--- src/rtl/serial_subtractor.sv ---
// Bit-serial a - b as a + ~b + 1 with one full-adder cell and a registered carry.
// One bit per clock; result, borrow and overflow are registered on the final bit.
module serial_subtractor #(
  parameter int WIDTH = 8
) (
  input  logic             clk,
  input  logic             rst_n,
  input  logic             start,
  input  logic [WIDTH-1:0] a,
  input  logic [WIDTH-1:0] b,
  output logic             busy,
  output logic             done,
  output logic [WIDTH-1:0] diff,
  output logic             borrow_out,
  output logic             overflow
);

  localparam logic [1:0] S_IDLE  = 2'd0;
  localparam logic [1:0] S_SHIFT = 2'd1;
  localparam logic [1:0] S_DONE  = 2'd2;
  localparam int CW = $clog2(WIDTH);

  logic [1:0]       state_q, state_d;
  logic [WIDTH-1:0] opa_q, opa_d;
  logic [WIDTH-1:0] opb_q, opb_d;
  logic [WIDTH-1:0] res_q, res_d;
  logic [WIDTH-1:0] diff_q, diff_d;
  logic [CW-1:0]    cnt_q, cnt_d;
  logic             carry_q, carry_d;
  logic             borrow_q, borrow_d;
  logic             ovf_q, ovf_d;
  logic             sum_bit, carry_bit, last_bit;

  assign sum_bit   = opa_q[0] ^ opb_q[0] ^ carry_q;
  assign carry_bit = (opa_q[0] & opb_q[0]) | (opa_q[0] & carry_q) | (opb_q[0] & carry_q);
  assign last_bit  = (cnt_q == CW'(WIDTH - 1));

  always_comb begin
    state_d  = state_q;
    opa_d    = opa_q;
    opb_d    = opb_q;
    res_d    = res_q;
    diff_d   = diff_q;
    cnt_d    = cnt_q;
    carry_d  = carry_q;
    borrow_d = borrow_q;
    ovf_d    = ovf_q;
    case (state_q)
      S_IDLE: begin
        if (start) begin
          opa_d   = a;
          opb_d   = ~b;
          carry_d = 1'b1;
          cnt_d   = '0;
          state_d = S_SHIFT;
        end
      end
      S_SHIFT: begin
        res_d   = {sum_bit, res_q[WIDTH-1:1]};
        opa_d   = opa_q >> 1;
        opb_d   = opb_q >> 1;
        carry_d = carry_bit;
        cnt_d   = cnt_q + CW'(1);
        if (last_bit) begin
          // carry_q here is the carry into the MSB; carry_bit is the carry out of it
          diff_d   = {sum_bit, res_q[WIDTH-1:1]};
          borrow_d = ~carry_bit;
          ovf_d    = carry_q ^ carry_bit;
          state_d  = S_DONE;
        end
      end
      S_DONE:  state_d = S_IDLE;
      default: state_d = S_IDLE;
    endcase
  end

  always_ff @(posedge clk) begin
    if (!rst_n) begin
      state_q  <= S_IDLE;
      opa_q    <= '0;
      opb_q    <= '0;
      res_q    <= '0;
      diff_q   <= '0;
      cnt_q    <= '0;
      carry_q  <= 1'b0;
      borrow_q <= 1'b0;
      ovf_q    <= 1'b0;
    end else begin
      state_q  <= state_d;
      opa_q    <= opa_d;
      opb_q    <= opb_d;
      res_q    <= res_d;
      diff_q   <= diff_d;
      cnt_q    <= cnt_d;
      carry_q  <= carry_d;
      borrow_q <= borrow_d;
      ovf_q    <= ovf_d;
    end
  end

  assign busy       = (state_q != S_IDLE);
  assign done       = (state_q == S_DONE);
  assign diff       = diff_q;
  assign borrow_out = borrow_q;
  assign overflow   = ovf_q;

endmodule

--- config.mk ---
export PLATFORM = sky130hd
export DESIGN_NAME = serial_subtractor
export DESIGN_NICKNAME = d
export VERILOG_FILES = /design/src/rtl/serial_subtractor.sv
export SDC_FILE = /design/constraint.sdc
export NUM_CORES = 1
export LEC_CHECK = 0
export CAP_MARGIN = 20
export CORE_ASPECT_RATIO = 0.5
export CORE_MARGIN = 3
export CORE_UTILIZATION = 40
export DETAILED_ROUTE_END_ITERATION = 8
export PLACE_DENSITY = 0.65
export SLEW_MARGIN = 40
export SYNTH_ARGS = -nofsm -noshare
export SYNTH_HDL_FRONTEND = slang
export SYNTH_SLANG_ARGS = --single-unit
--- constraint.sdc ---
create_clock -name clk -period 1.5 [get_ports clk]
set_input_delay 0.3 -clock clk [delete_from_list [all_inputs] [get_ports clk]]
set_output_delay 0.3 -clock clk [all_outputs]
set_load 0.01 [all_outputs]
==> results.md, run 1 <==
- Status: finished clean
- Worst-path clk slew: 80 ps
- Fillers: 315
- Avg WL per Cell: 11.5 microns
- Routed Antenna Nets: 0
- Core region area: 3550 sq um
- Slowest cell on the critical path: clkdlybuf4s50_1
- Most frequent cells after synthesis: dfxtp_1, nand2_1, nor2_1
- Yosys top cell area share: 51.0%
- Mapped cell area: 1530 sq um
- Root Buffer: clkbuf_8
- CP bufs+invs: 1
- CP Capture Point: diff[6]
- Final Critical Period: 1450 ps
- Worst setup SP type: flop
- Vias in the first global route: 1183
- Initial antenna violation count: 0
- Number of vias per cell: 4.88
- Power Density: 1120 nW/um^2
- Syn nets: 198
- Final core utilization: 59.9%
- Die Footprint: 4650 sq um
- # DRC: 0
- Setup TNS: 0 ps
- Endpoints failing setup: 0
- Synth area leader: dfxtp_1
- Wire length of the first global-routing pass: 5310 microns
- Synth warn: 0
- Worst-skew pair later-pin latency: 280 ps
- Slew at the pin closest to its max-slew limit: 468 ps
- Clk sinks: 39
- Delay-heaviest family, CP: buffers and inverters
- Cts bufs inserted: 5
- Post-DP HPWL: 2280 microns
- R2r startpoint: state_q[0]
- Total GRT Usage: 14.5%
- Layout cell share with drive strength beyond 1: 13.3%
- DRT Pass-1 Iters: 4
- Critical Path AT: 1150 ps
- Hold_buf cts: 0
- Fraction of registers with async set or reset after synthesis: 0%
- RSZ-0062 raised after global routing: no
- Post-synth EDFFs: 0
- Max Freq: 0.691 GHz
- CTS tree: done
- WP data required: 1200 ps
- Crit-path cells: clkdlybuf4s50_1
- Register area share after synthesis: 51.0%
- FF-to-FF End: opa_q[1]
- Via Count: 1314
- Crit Path Class: reg -> out
- Clock Skew: 3.97 ps
- R2R cell count: 4
- Port Buf Inserts: 30
- GP Congestion: 0.765
- Die X: 93.5 microns
- Vert. Die Dim: 49.7 microns
- R2R setup slack: 100 ps
- Worst VDD drop: 0.517 mV
- DP Cell Count: 261
- Max stage delay on crit path: 530 ps
- Crit-path max FO: 2
- Synth area leaders: dfxtp_1, nand2_1, nor2_1, a21oi_1, o221ai_1
- Most common cell in the netlist: dfxtp_1
- Synth Instances: 176
- Max Cap Viol: 0
- Mean Syn Cell Area: 8.69 sq um
- Number of H-tree levels: 2
- Slew HR: 68.7%
- Crit path from: diff[6]
- Synth Register Bits: 39
- Fin cells: 269
- Most common flop cell mapped by yosys: dfxtp_1
- Worst setup EP type: primary output
- Hold slack final: 453 ps
- Initial DRC count: 41
- Max Slew Vio Count: 0
- Initial core utilization: 43.1%
- Row cnt: 15
- CTS Buffer Depth: 2
- Library cells used by synthesis: 30
- Final period util: 96.4%
- Global route overflow: 0
- Number of diodes: 0
- Largest net degree at the start of global routing: 16
- Final hold vios: 0
- Class of the worst hold path: reg -> reg
- Leakage: 0.000957 uW
- Critical Path Stages: 1
- Ports: 31
- Final nets: 239
- DRT Wirelength: 3090 microns
- Area grow syn2layout: 38.8%
tightest hold or removal path, cell delays in order, from the launching register on:
cell and delay (ps):
dfxtp_1 310, nand2_1 50, a21oi_1 50
area by class of cell:
cell class,instances,area (sq um),share of cell area (%)
multi-input combinational,121,673,31.7
clock inverter,3,67.6,3.18
tap,51,63.8,3.01
clock buffer,5,68.8,3.24
inverter,5,18.8,0.884
sequential,39,785,36.9
timing repair buffer,45,447,21.0
kinds of logic (layout without fill, tap and decap cells):
group / count (synthesis) / after routing / synth area share, %
multiplexers: 2 / 2 / 1.31
AO/OA/AOI/OAI: 48 / 48 / 20.4
XOR/XNOR: 1 / 1 / 0.572
buffers and inverters: 16 / 58 / 5.07
AND/OR/NAND/NOR: 67 / 67 / 18.7
flip-flops: 39 / 39 / 51.0
adder cells (fa/ha/maj): 3 / 3 / 2.94
metal layers:
| metal | up-vias | track usage (%) | share of wire, % |
|---|---|---|---|
| li1 | 683 | - | - |
| met1 | 604 | 18.6 | 48 |
| met2 | 23 | 22.8 | 46 |
| met3 | 4 | 5.49 | 4.8 |
| met4 | 0 | 4.38 | 0.97 |
| met5 | - | 0 | 0 |
what timing repair did:
item,in CTS,in global routing
cloned,0,0
endpoints found under the setup margin,2,11
buffers inserted,0,0
resized for setup,3,12
where the power goes:
| group | internal (uW) | total, uW | switching, uW |
|---|---|---|---|
| Clock | 663 | 1040 | 374 |
| Combinational | 122 | 234 | 112 |
| Sequential | 1080 | 1110 | 23.9 |
cells in the final DEF, fill, tap and decap left out, drive strengths merged, types with 2 or more instances in the layout:
cell            n
a211oi          8
a21oi          18
a221oi          2
a22oi           2
buf            15
bufinv          2
clkbuf          5
clkdlybuf4s50  19
dfxtp          39
dlymetal6s2s    9
ha              2
inv             5
mux2i           2
nand2          30
nand2b          2
nor2           26
nor2b           2
o21ai           9
o221ai          7
or3b            2
stage by stage:
step                      power, uW  setup slack, ps  instance area, sq um
after floorplan                1270              230                  1530
after global placement         1360             -169                  1960
after detailed placement       1370             -211                  1960
after CTS                      2400             11.8                  2100
after global routing           2480            0.808                  2120
final                          2380             53.4                  2120
state kept, by name, indices dropped and copies added (netlist names), 2 cells and up:
| signal | count |
|---|---|
| opa_q | 8 |
| opb_q | 8 |
| state_q | 2 |
| cnt_q | 3 |
| diff | 8 |
| res_q | 7 |
how the worst min path moves through the flow:
stage | start | endpoint | slack, ps | cells past startpoint
floorplan | b[3] | opb_q[3] | 390 | 1
global placement | diff[5] | diff[5] | 440 | 2
global route | res_q[1] | diff[0] | 470 | 2
detailed placement | res_q[1] | diff[0] | 450 | 2
finish | borrow_out | borrow_out | 450 | 2
CTS | diff[2] | diff[2] | 460 | 2
(Power assumes the default switching activity.)
==> run 2, diff against run 1 <==
- GPL_ROUTABILITY_DRIVEN: not set -> 0
==> results of run 2 <==
Final layout, timing and power as in run 1 (identical DEF).
==> run 3, diff against run 2 <==
- clock period: 1.5 -> 1.4 ns (I/O delays scaled with it)
==> run 3 against run 2 <==
Against the previous run:
- die area stayed put
- register-to-register slack got worse by 30 ps
- combinational power increased by 11%
- sequential cell count did not move
- clock skew rose by 1.4 ps
- power decreased by 0.43%
- first-iteration DRC count grew 34%
- critical endpoint is now opa_q[7]
- largest power group unchanged
- highest routed layer unchanged
==> results.md, run 3 (synthesized netlist as in run 1, its figures left out) <==
- Slew HR: 81.3% (+13 points)
- Commonest non-fill, non-tap cell in the layout: dfxtp_1
- Critical Path AT: 1550 ps (+400 ps)
- Final core utilization: 58.8% (-1.1 points)
- Class of the worst hold path: reg -> reg
- Layout cell share with drive strength beyond 1: 16.4% (+3.1 points)
- Max Freq: 0.750 GHz
- Largest net degree at the start of global routing: 21 (+5)
- Internal Power: 1830 uW (-2.0%)
- Core region area: 3550 sq um (unchanged)
- Slowest cell on the critical path: or3b_2
- Post-DP HPWL: 2220 microns (-2.7%)
- Final Critical Period: 1330 ps
- Root Buffer: clkbuf_8
- Commonest non-fill, non-tap cells in the layout: dfxtp_1, nand2_1, nor2_1
- Ports: 31 (unchanged)
- Max Cap Viol: 0 (unchanged)
- Worst setup EP type: flop
- Initial DRC count: 55 (+34%)
- Hold_buf cts: 0 (unchanged)
- Clk sinks: 39 (unchanged)
- Port Buf Inserts: 30 (unchanged)
- Row cnt: 15 (unchanged)
- Clock Skew: 5.34 ps (+1.36 ps)
- Cts bufs inserted: 5 (unchanged)
- Final nets: 240 (+0.42%)
- Power Density: 1140 nW/um^2 (+1.4%)
- Final WS setup: 67.1 ps (+13.7 ps)
- Setup WS pre-CTS: -277 ps (-66.2 ps)
- DRT Wirelength: 3050 microns (-1.4%)
- Number of diodes: 0 (unchanged)
- Sw Pwr: 537 uW (+5.2%)
- Clk pwr share: 38.8% (-4.9 points)
- Routed Antenna Nets: 0 (unchanged)
- Crit-path max FO: 8 (+6)
- Number of H-tree levels: 2 (unchanged)
- Via Count: 1313 (-0.076%)
- Endpoints failing setup: 0 (unchanged)
- DRT Pass-1 Iters: 4 (unchanged)
- CTS tree: done
- Wire length of the first global-routing pass: 5230 microns (-1.4%)
- Crit-path cells: buf_4 -> nand2b_1 -> or3b_2 -> a21oi_1
- Worst setup SP type: flop
- Leakage: 0.000838 uW (-12%)
- Fillers: 337 (+7.0%)
- Power Total: 2370 uW (-0.43%)
- Max stage delay on crit path: 470 ps (-60 ps)
- WP data required: 1620 ps (+420 ps)
- Total GRT Usage: 14.6% (+0.10 points)
- Max Slew Vio Count: 0 (unchanged)
- Initial core utilization: 43.1% (unchanged)
- Crit Path Class: reg -> reg
- Vert. Die Dim: 49.7 microns (unchanged)
- Worst VDD drop: 0.731 mV (+41%)
- Status: finished clean
- Final period util: 95.2%
- Post CTS Setup Buffer Count: 0 (unchanged)
- Die X: 93.5 microns (unchanged)
- Die Footprint: 4650 sq um (unchanged)
- Number of vias per cell: 4.86 (-0.45%)
- Power share of the sequential group: 50.2% (+3.7 points)
- Worst-skew pair later-pin latency: 290 ps (about the same)
- CTS Buffer Depth: 2 (unchanged)
- Initial antenna violation count: 0 (unchanged)
- Avg WL per Cell: 11.3 microns (-1.8%)
- RSZ-0062 raised after global routing: yes
- Area grow syn2layout: 36.2%
- Final hold vios: 0 (unchanged)
- Vias in the first global route: 1196 (+1.1%)
- Slew at the pin closest to its max-slew limit: 280 ps (-188 ps)
- Sw Ratio: 22.7% (+1.2 points)
- Comb power frac: 11.0% (+1.2 points)
- Worst-path clk slew: 80 ps (about the same)
- Global route overflow: 0 (unchanged)
- # DRC: 0 (unchanged)
-- run 3: cell types whose count changed in the layout (fill, tap and decap cells not counted), sizes merged, moves of 2 or more --
cell | previous run | this run
clkinv | 0 | 2
dlygate4sd2 | 1 | 11
buf | 15 | 17
dlymetal6s2s | 9 | 0
-- run 3: metrics by stage --
stage / cells / cell area (sq um) / hold WS (ps) / TNS [ps]
2_1_floorplan: 176 / 1530 / 375 / 0
3_3_place_gp: 262 / 1970 / 443 / -2650
3_5_place_dp: 262 / 1970 / 442 / -3060
4_1_cts: 270 / 2060 / 454 / 0
5_1_grt: 270 / 2080 / 467 / -8.36
6_report: 270 / 2080 / 452 / 0
-- run 3: what timing repair did --
item | CTS | global route
endpoints found under the setup margin | 12 | 18
gates resized for setup | 16 | 9
pin swaps | 0 | 2
-- run 3: layout make-up --
| type | instances | area, sq um | share of cell area [%] |
|---|---|---|---|
| clock buffers | 5 | 68.8 | 3.30 |
| clock inverters | 3 | 43.8 | 2.10 |
| inverters | 5 | 18.8 | 0.900 |
| multi-input cells | 121 | 687 | 33.0 |
| flip-flops and latches | 39 | 785 | 37.6 |
| well taps | 51 | 63.8 | 3.06 |
| repair buffers | 46 | 418 | 20.0 |
-- run 3: routing by layer --
layer | share of wire [%] | global-route usage (%) | wire length, microns
met1 | 48 | 17.9 | 1470
met2 | 45 | 23.4 | 1380
met3 | 4.8 | 5.03 | 146
met4 | 1.6 | 6.57 | 48
met5 | 0 | 0 | 0
-- run 3: worst paths after layout --
path / cells after the start / end / startpoint / slack [ps]
worst min register to register: 2 / diff[4] / diff[4] / 450
worst max register to register: 4 / opa_q[7] / state_q[1] / 70
worst min-delay path: 2 / diff[4] / diff[4] / 450
worst max-delay path: 4 / opa_q[7] / state_q[1] / 70
-- run 3: critical path: cells and delay by family, from the launching register on --
family,cells,cell delay (ps)
AO/OA/AOI/OAI,1,130
flip-flops,1,340
buffers and inverters,1,150
AND/OR/NAND/NOR,2,640
-- run 3: power groups by stage --
stage / registers [uW] / logic [uW] / clock network, uW
2_1_floorplan: 1210 / 149 / 0
3_3_place_gp: 1210 / 255 / 0
3_5_place_dp: 1210 / 259 / 0
4_1_cts: 1190 / 258 / 950
5_1_grt: 1190 / 292 / 993
6_report: 1190 / 260 / 919
